[config.mk]
export PLATFORM = sky130hd
export DESIGN_NAME = dfr_reservoir_engine
export DESIGN_NICKNAME = d
export VERILOG_FILES = /design/src/rtl/dfr_reservoir_engine.sv
export SDC_FILE = /design/constraint.sdc
export NUM_CORES = 1
export LEC_CHECK = 0
export ABC_CLOCK_PERIOD_IN_PS = 7900
export BUFFER_PORTS_ARGS = -buffer_cell sky130_fd_sc_hd__buf_2
export CORE_ASPECT_RATIO = 0.75
export CORE_UTILIZATION = 30
export DETAILED_ROUTE_END_ITERATION = 16
export PLACE_DENSITY_LB_ADDON = 0.12
export SYNTH_ARGS = -nofsm -noshare
export SYNTH_HDL_FRONTEND = slang
export SYNTH_SLANG_ARGS = --single-unit
[constraint.sdc]
create_clock -name clk -period 7.9 [get_ports clk]
set_input_delay 0.79 -clock clk [delete_from_list [all_inputs] [get_ports clk]]
set_output_delay 0.79 -clock clk [all_outputs]
set_load 0.03 [all_outputs]
[src/rtl/dfr_reservoir_engine.sv]
// ---------------------------------------------------------------------------
// dfr_reservoir_engine
//
// Responder side of the reservoir handshake driven by the DFR core controller.
// Owns the virtual-node state vector, the warm-up (INIT) and test (TEST)
// sample counters, and the phase flags that the controller sees as
// busy/filled. Each reservoir_en pulse runs one masked time-step over all
// virtual nodes:
//   1. read one input sample u from the synchronous sample RAM
//   2. update one node per cycle with
//        x_k <= sat(term_k + (x_k >>> FEEDBACK_SHIFT)), term_k = MASK[k] ? u : -u
//   3. optionally stream the new node values into the history RAM
//   4. pulse reservoir_valid for one cycle.
//
// Ports
//   clk, rst                 clock, synchronous active-high reset
//   reservoir_rst            clear node states and abort a running step
//   reservoir_en             start one time-step (ignored unless idle)
//   init_sample_cntr_rst     enter INIT phase, clear init counter
//   sample_cntr_rst          enter TEST phase, clear sample counter
//   sample_cntr_en           advance the counter of the current phase
//   reservoir_history_en     request history writes for the step being started
//   reservoir_busy           TEST phase with samples outstanding
//   reservoir_init_busy      INIT phase with warm-up samples outstanding
//   reservoir_filled         TEST phase reached
//   reservoir_valid          one-cycle step-complete pulse
//   sample_rd_en/addr/data   sample RAM read port (data one cycle after en)
//   hist_wr_en/addr/data     history RAM write port
// ---------------------------------------------------------------------------
module dfr_reservoir_engine #(
    parameter int ADDR_WIDTH       = 32,
    parameter int DATA_WIDTH       = 32,
    parameter int VIRTUAL_NODES    = 10,
    parameter int NUM_INIT_SAMPLES = 10,
    parameter int NUM_SAMPLES      = 100,
    parameter int FEEDBACK_SHIFT   = 1,
    parameter logic [VIRTUAL_NODES-1:0] MASK = VIRTUAL_NODES'(10'h155)
) (
    input  logic                         clk,
    input  logic                         rst,
    input  logic                         reservoir_rst,
    input  logic                         reservoir_en,
    input  logic                         init_sample_cntr_rst,
    input  logic                         sample_cntr_rst,
    input  logic                         sample_cntr_en,
    input  logic                         reservoir_history_en,
    output logic                         reservoir_busy,
    output logic                         reservoir_init_busy,
    output logic                         reservoir_filled,
    output logic                         reservoir_valid,
    output logic                         sample_rd_en,
    output logic [ADDR_WIDTH-1:0]        sample_rd_addr,
    input  logic signed [DATA_WIDTH-1:0] sample_rd_data,
    output logic                         hist_wr_en,
    output logic [ADDR_WIDTH-1:0]        hist_wr_addr,
    output logic signed [DATA_WIDTH-1:0] hist_wr_data
);

    localparam int KW = (VIRTUAL_NODES > 1) ? $clog2(VIRTUAL_NODES) : 1;
    // Two guard bits: |term| and |feedback| are each at most 2^(DW-1).
    localparam int EW = DATA_WIDTH + 2;

    typedef enum logic [2:0] {
        ST_IDLE   = 3'd0,
        ST_READ   = 3'd1,
        ST_WAIT   = 3'd2,
        ST_UPDATE = 3'd3,
        ST_VALID  = 3'd4
    } state_t;

    typedef enum logic [1:0] {
        PH_NONE = 2'd0,
        PH_INIT = 2'd1,
        PH_TEST = 2'd2
    } phase_t;

    state_t                         state_r;
    state_t                         state_s;
    phase_t                         phase_r;
    logic [ADDR_WIDTH-1:0]          init_cnt_r;
    logic [ADDR_WIDTH-1:0]          sample_cnt_r;
    logic [KW-1:0]                  node_idx_r;
    logic signed [DATA_WIDTH-1:0]   u_r;
    logic                           hist_req_r;
    logic signed [DATA_WIDTH-1:0]   nodes_r [VIRTUAL_NODES];

    logic                           last_node_s;
    logic                           abort_s;
    logic signed [DATA_WIDTH-1:0]   cur_x_s;
    logic signed [DATA_WIDTH-1:0]   fb_s;
    logic signed [EW-1:0]           u_ext_s;
    logic signed [EW-1:0]           term_s;
    logic signed [EW-1:0]           sum_s;
    logic signed [DATA_WIDTH-1:0]   new_x_s;

    // Clamp a wide signed value to the DATA_WIDTH two's-complement range.
    function automatic logic signed [DATA_WIDTH-1:0] sat_fn(input logic signed [EW-1:0] v);
        logic signed [EW-1:0] max_v;
        logic signed [EW-1:0] min_v;
        max_v = {3'b000, {(DATA_WIDTH-1){1'b1}}};
        min_v = {3'b111, {(DATA_WIDTH-1){1'b0}}};
        if (v > max_v) begin
            return max_v[DATA_WIDTH-1:0];
        end else if (v < min_v) begin
            return min_v[DATA_WIDTH-1:0];
        end else begin
            return v[DATA_WIDTH-1:0];
        end
    endfunction

    // Either reset source kills a step in flight.
    assign abort_s     = rst | reservoir_rst;
    assign last_node_s = (node_idx_r == KW'(VIRTUAL_NODES - 1));

    // Node update arithmetic for the node addressed by node_idx_r.
    always_comb begin
        cur_x_s = nodes_r[node_idx_r];
        fb_s    = cur_x_s >>> FEEDBACK_SHIFT;
        u_ext_s = {{2{u_r[DATA_WIDTH-1]}}, u_r};
        if (MASK[node_idx_r]) begin
            term_s = u_ext_s;
        end else begin
            term_s = -u_ext_s;
        end
        sum_s   = term_s + {{2{fb_s[DATA_WIDTH-1]}}, fb_s};
        new_x_s = sat_fn(sum_s);
    end

    // FSM state register.
    always_ff @(posedge clk) begin
        if (abort_s) begin
            state_r <= ST_IDLE;
        end else begin
            state_r <= state_s;
        end
    end

    // FSM next-state logic.
    always_comb begin
        state_s = state_r;
        case (state_r)
            ST_IDLE: begin
                if (reservoir_en) begin
                    state_s = ST_READ;
                end else begin
                    state_s = ST_IDLE;
                end
            end
            ST_READ:  state_s = ST_WAIT;
            ST_WAIT:  state_s = ST_UPDATE;
            ST_UPDATE: begin
                if (last_node_s) begin
                    state_s = ST_VALID;
                end else begin
                    state_s = ST_UPDATE;
                end
            end
            ST_VALID: state_s = ST_IDLE;
            default:  state_s = ST_IDLE;
        endcase
    end

    // Step datapath: history request latch, sample capture, node walk.
    always_ff @(posedge clk) begin
        if (abort_s) begin
            node_idx_r <= '0;
            u_r        <= '0;
            hist_req_r <= 1'b0;
            for (int i = 0; i < VIRTUAL_NODES; i++) begin
                nodes_r[i] <= '0;
            end
        end else begin
            case (state_r)
                ST_IDLE: begin
                    node_idx_r <= '0;
                    // History only counts when it arrives together with the start pulse.
                    hist_req_r <= reservoir_en & reservoir_history_en & (phase_r == PH_TEST);
                end
                ST_WAIT: begin
                    u_r <= sample_rd_data;
                end
                ST_UPDATE: begin
                    nodes_r[node_idx_r] <= new_x_s;
                    if (!last_node_s) begin
                        node_idx_r <= node_idx_r + KW'(1);
                    end
                end
                default: begin
                    node_idx_r <= node_idx_r;
                end
            endcase
        end
    end

    // Phase register and sample counters; reservoir_rst leaves these alone.
    always_ff @(posedge clk) begin
        if (rst) begin
            phase_r      <= PH_NONE;
            init_cnt_r   <= '0;
            sample_cnt_r <= '0;
        end else begin
            if (init_sample_cntr_rst) begin
                phase_r    <= PH_INIT;
                init_cnt_r <= '0;
            end
            // Placed second so it wins when both counter resets coincide.
            if (sample_cntr_rst) begin
                phase_r      <= PH_TEST;
                sample_cnt_r <= '0;
            end
            if (sample_cntr_en && !init_sample_cntr_rst && !sample_cntr_rst) begin
                case (phase_r)
                    PH_INIT: init_cnt_r   <= init_cnt_r + ADDR_WIDTH'(1);
                    PH_TEST: sample_cnt_r <= sample_cnt_r + ADDR_WIDTH'(1);
                    default: init_cnt_r   <= init_cnt_r;
                endcase
            end
        end
    end

    // Status flags and sample read address decoded from registered state.
    always_comb begin
        reservoir_filled    = (phase_r == PH_TEST);
        reservoir_busy      = (phase_r == PH_TEST) && (sample_cnt_r < ADDR_WIDTH'(NUM_SAMPLES));
        reservoir_init_busy = (phase_r == PH_INIT) && (init_cnt_r < ADDR_WIDTH'(NUM_INIT_SAMPLES));
        case (phase_r)
            PH_INIT: sample_rd_addr = init_cnt_r;
            PH_TEST: sample_rd_addr = ADDR_WIDTH'(NUM_INIT_SAMPLES) + sample_cnt_r;
            default: sample_rd_addr = '0;
        endcase
    end

    // Handshake strobes and history write port; suppressed while aborting.
    always_comb begin
        sample_rd_en    = (state_r == ST_READ);
        reservoir_valid = (state_r == ST_VALID) && !abort_s;
        hist_wr_en      = (state_r == ST_UPDATE) && hist_req_r && !abort_s;
        if (hist_wr_en) begin
            hist_wr_addr = (sample_cnt_r * ADDR_WIDTH'(VIRTUAL_NODES)) + ADDR_WIDTH'(node_idx_r);
            hist_wr_data = new_x_s;
        end else begin
            hist_wr_addr = '0;
            hist_wr_data = '0;
        end
    end

endmodule

==> flow_summary.yaml <==
critical_path:
  crit_path_end_kind: "output port"
  path_cells: "buf_4, mux4_2, mux4_2, ha_1, o21ai_0, a211oi_1, a21oi_1, nand2_1, a221oi_1, o2bb2ai_1, o21ai_1, a211oi_1, xor2_1, o21ai_0, buf_2"
  max_stage_delay_ps: 710
  cp_max_fo: 26
  cp.arrival_ps: 6680
  start_kind: "flip-flop"
  crit_buf_inv: 2
  slowest_stage: "dfxtp_4"
  setup.worst_path.class: "reg2out"
  crit_family: "compound AO/OA/AOI/OAI gates"
  worst_ep_required_time_ps: 7110
synthesis:
  yosysWarningCount: 0
  ys_ff_latch: 607
  synth-simple-area-share_pct: 10.4
  synth_cell_types: 79
  synth_top_family_by_area: "compound AO/OA/AOI/OAI gates"
  yosysSeqAreaShare_pct: 53.5
  synth_edf_count: 496
  syn_inst: 2716
  synth.area.mux_share_pct: 11.1
  synth_fa_ha_area_share_pct: 4.06
  async_flop_share_pct: 0
  syn-num-nets: 2858
  syn_area_per_cell_um2: 11.8
  synth-main-ff-cell: "edfxtp_1"
  synth_compound_area_share_pct: 12.6
  synth_area_um2: 32000
  synth_xor_area_share_pct: 4.79
power_and_ir_drop:
  switching_share_pct: 22.9
  pwr-share-seq_pct: 47.8
  p_leak_nw: 13.0
  p_sw_mw: 1.69
  power_frac_comb_pct: 4.0
  p_per_area_nw_per_um2: 200
  ir_drop_v: 0.000147
  p_int_mw: 5.68
  clkPwrFrac_pct: 48.2
global_routing:
  grt_pass1_wl_um: 168000
  antenna_found_initial: 7
  overflow: 0
  grt_max_degree: 48
  first_global_vias: 22800
  grt.total_usage_pct: 21.7
place:
  place_inst: 4138
  gp_congestion: 0.927
  port-buffer-count: 141
  dp_hpwl_um: 78700
final_layout:
  drive_gt1_share_pct: 19.4
  nets: 2936
  mostFrequentLayoutCells: "496 x edfxtp_1, 290 x o21ai_0, 237 x nor2_1, 190 x nand2_1, 155 x mux4_2"
  fillers: 10400
  stdcell_count: 4270
  syn_to_final_growth_pct: 15.3
  regArea_um2: 17100
  layout_commonest_cell: "edfxtp_1"
  multi_input_area_um2: 13900
timing:
  setup_violations: 0
  skew_ps: 34.2
  setup_tns_ps: 0
  rsz0062_at_grt: "no"
  worstMarginPinSlew_ps: 1130
  post-route-period-util_pct: 94.6
  hold_viol: 0
  min_period_ps: 7470
  slew_viol_final: 0
  slew_headroom_pct: 24.5
  fmax_mhz: 134
floorplanning:
  pin_count: 142
  std_cell_rows: 103
  die-area_um2: 108000
  initial_utilization_pct: 30.3
  core_area_um2: 105000
  chipHeight_um: 285
  fp.dieW_um: 379
drt:
  wirelength_um: 119000
  drc: 0
  viasPerCell: 5.64
  num_vias: 24100
  drt_iter0_markers: 2679
  antenna_left: 0
  wire_per_inst_um: 27.8
  drtPass1Iterations: 5
cts:
  htreeDepth: 3
  root_buffer: "clkbuf_16"
  clock_latency_ps: 660
  clk_pin_slew_ps: 60
  cts_inserted_buffers: 71
  clockBufferDepth: 3
  cts_tree: "built"
  cts.sinks: 607
  post_cts_buffers: 0
min_path:
  min_path_type: "in2reg"
outcome:
  status: "finished, final reports clean"
job:
  maxCapViolations: 0
-- worst paths after layout --
check / from / endpoint / slack, ps / depth (start not counted)
worst max-delay path: flip-flop / hist_wr_data[28] / 430 / 15
worst min-delay path: sample_rd_data[4] / u_r[4]$_SDFFE_PP0P_ / 390 / 3
worst max register to register: flip-flop / nodes_r[15][30]$_DFFE_PP_ / 990 / 15
worst min register to register: hist_req_r$_SDFFE_PP0P_ / hist_req_r$_SDFFE_PP0P_ / 460 / 2
-- worst register-to-register path: cells and delay by family (launching register included) --
kind / cells / cell delay [ps]
compound gates: 9 / 3090
fa+ha+maj: 1 / 400
simple gates: 1 / 590
flops: 1 / 780
mux: 2 / 870
buf+inv: 2 / 820
-- power groups by stage --
stage | clock network [mW] | registers [mW] | logic, mW
CTS | 3.59 | 3.52 | 0.288
finish | 3.55 | 3.52 | 0.293
global route | 3.72 | 3.53 | 0.307
detailed placement | 0 | 3.59 | 0.287
global placement | 0 | 3.59 | 0.286
floorplan | 0 | 3.58 | 0.156
-- per-stage QoR --
| stage | hold WS, ps | util, % | total power, mW | worst slack [ps] | cell area [µm²] |
|---|---|---|---|---|---|
| 6_report | 393 | 35.0 | 7.37 | 429 | 36900 |
| 5_1_grt | 395 | 35.0 | 7.55 | 81.0 | 36900 |
| 4_1_cts | 364 | 35.0 | 7.40 | 196 | 36900 |
| 3_5_place_dp | 457 | 32.6 | 3.88 | 903 | 34300 |
| 3_3_place_gp | 450 | 32.6 | 3.87 | 1160 | 34300 |
| 2_1_floorplan | 432 | - | 3.74 | 1270 | 32000 |
-- cell families after synthesis --
family / Yosys count
multiplexers: 161
XOR/XNOR: 175
AO/OA/AOI/OAI: 699
buffers and inverters: 255
adder cells (fa/ha/maj): 102
AND/OR/NAND/NOR: 717
flip-flops: 607
-- Yosys cell counts (all sizes together) (6+ instances only) --
cell type | number | area [µm²]
a21oi | 143 | 716
or2 | 8 | 50.1
o211ai | 13 | 97.6
nand2 | 201 | 774
inv | 39 | 146
nand2b | 18 | 113
nor4 | 21 | 138
mux4 | 155 | 3490
a21o | 32 | 240
xor2 | 94 | 823
dfxtp | 111 | 2220
or3 | 11 | 73.8
a311oi | 9 | 78.8
nor2 | 244 | 916
nand4 | 34 | 213
o21a | 10 | 75.1
or4 | 9 | 75.1
nor3 | 57 | 290
o31ai | 6 | 45.0
a211oi | 10 | 75.1
and2 | 15 | 96.3
ha | 99 | 1240
clkbuf | 165 | 632
edfxtp | 496 | 14900
o21ai | 382 | 1940
buf | 50 | 327
xnor2 | 81 | 709
nor2b | 11 | 68.8
and3 | 20 | 125
nand3 | 49 | 245
a22oi | 34 | 269
a31oi | 15 | 93.8
-- state kept, by name, summed over array words and instances, names as in the netlist, named ones only --
| signal | flops |
|---|---|
| hist_req_r | 1 |
| node_idx_r | 4 |
| init_cnt_r | 32 |
| u_r | 32 |
| state_r | 3 |
| phase_r | 2 |
| sample_cnt_r | 32 |
| nodes_r | 496 |
-- routing by layer --
layer  share of wire, %  track usage, %  vias up
li1                   -               -    10400
met1                 48            34.4    12400
met2                 40            29.2     1127
met3                9.6            5.14      146
met4                2.0            4.85        2
met5              0.011               0        -
-- cell type report --
| cell class | count | area share, % |
|---|---|---|
| multi-input cells | 1854 | 37.8 |
| clock buffers | 79 | 4.96 |
| diodes | 2 | 0.0136 |
| inverters | 40 | 0.407 |
| flip-flops and latches | 607 | 46.5 |
| well taps | 1417 | 4.81 |
| repair buffers | 220 | 3.73 |
| clock inverters | 51 | 1.85 |
-- repair_timing --
action                     CTS  global route
hold buffers                 0             0
gates resized for setup      0             2
setup endpoints to repair    0            29
(Power assumes the default switching activity.)
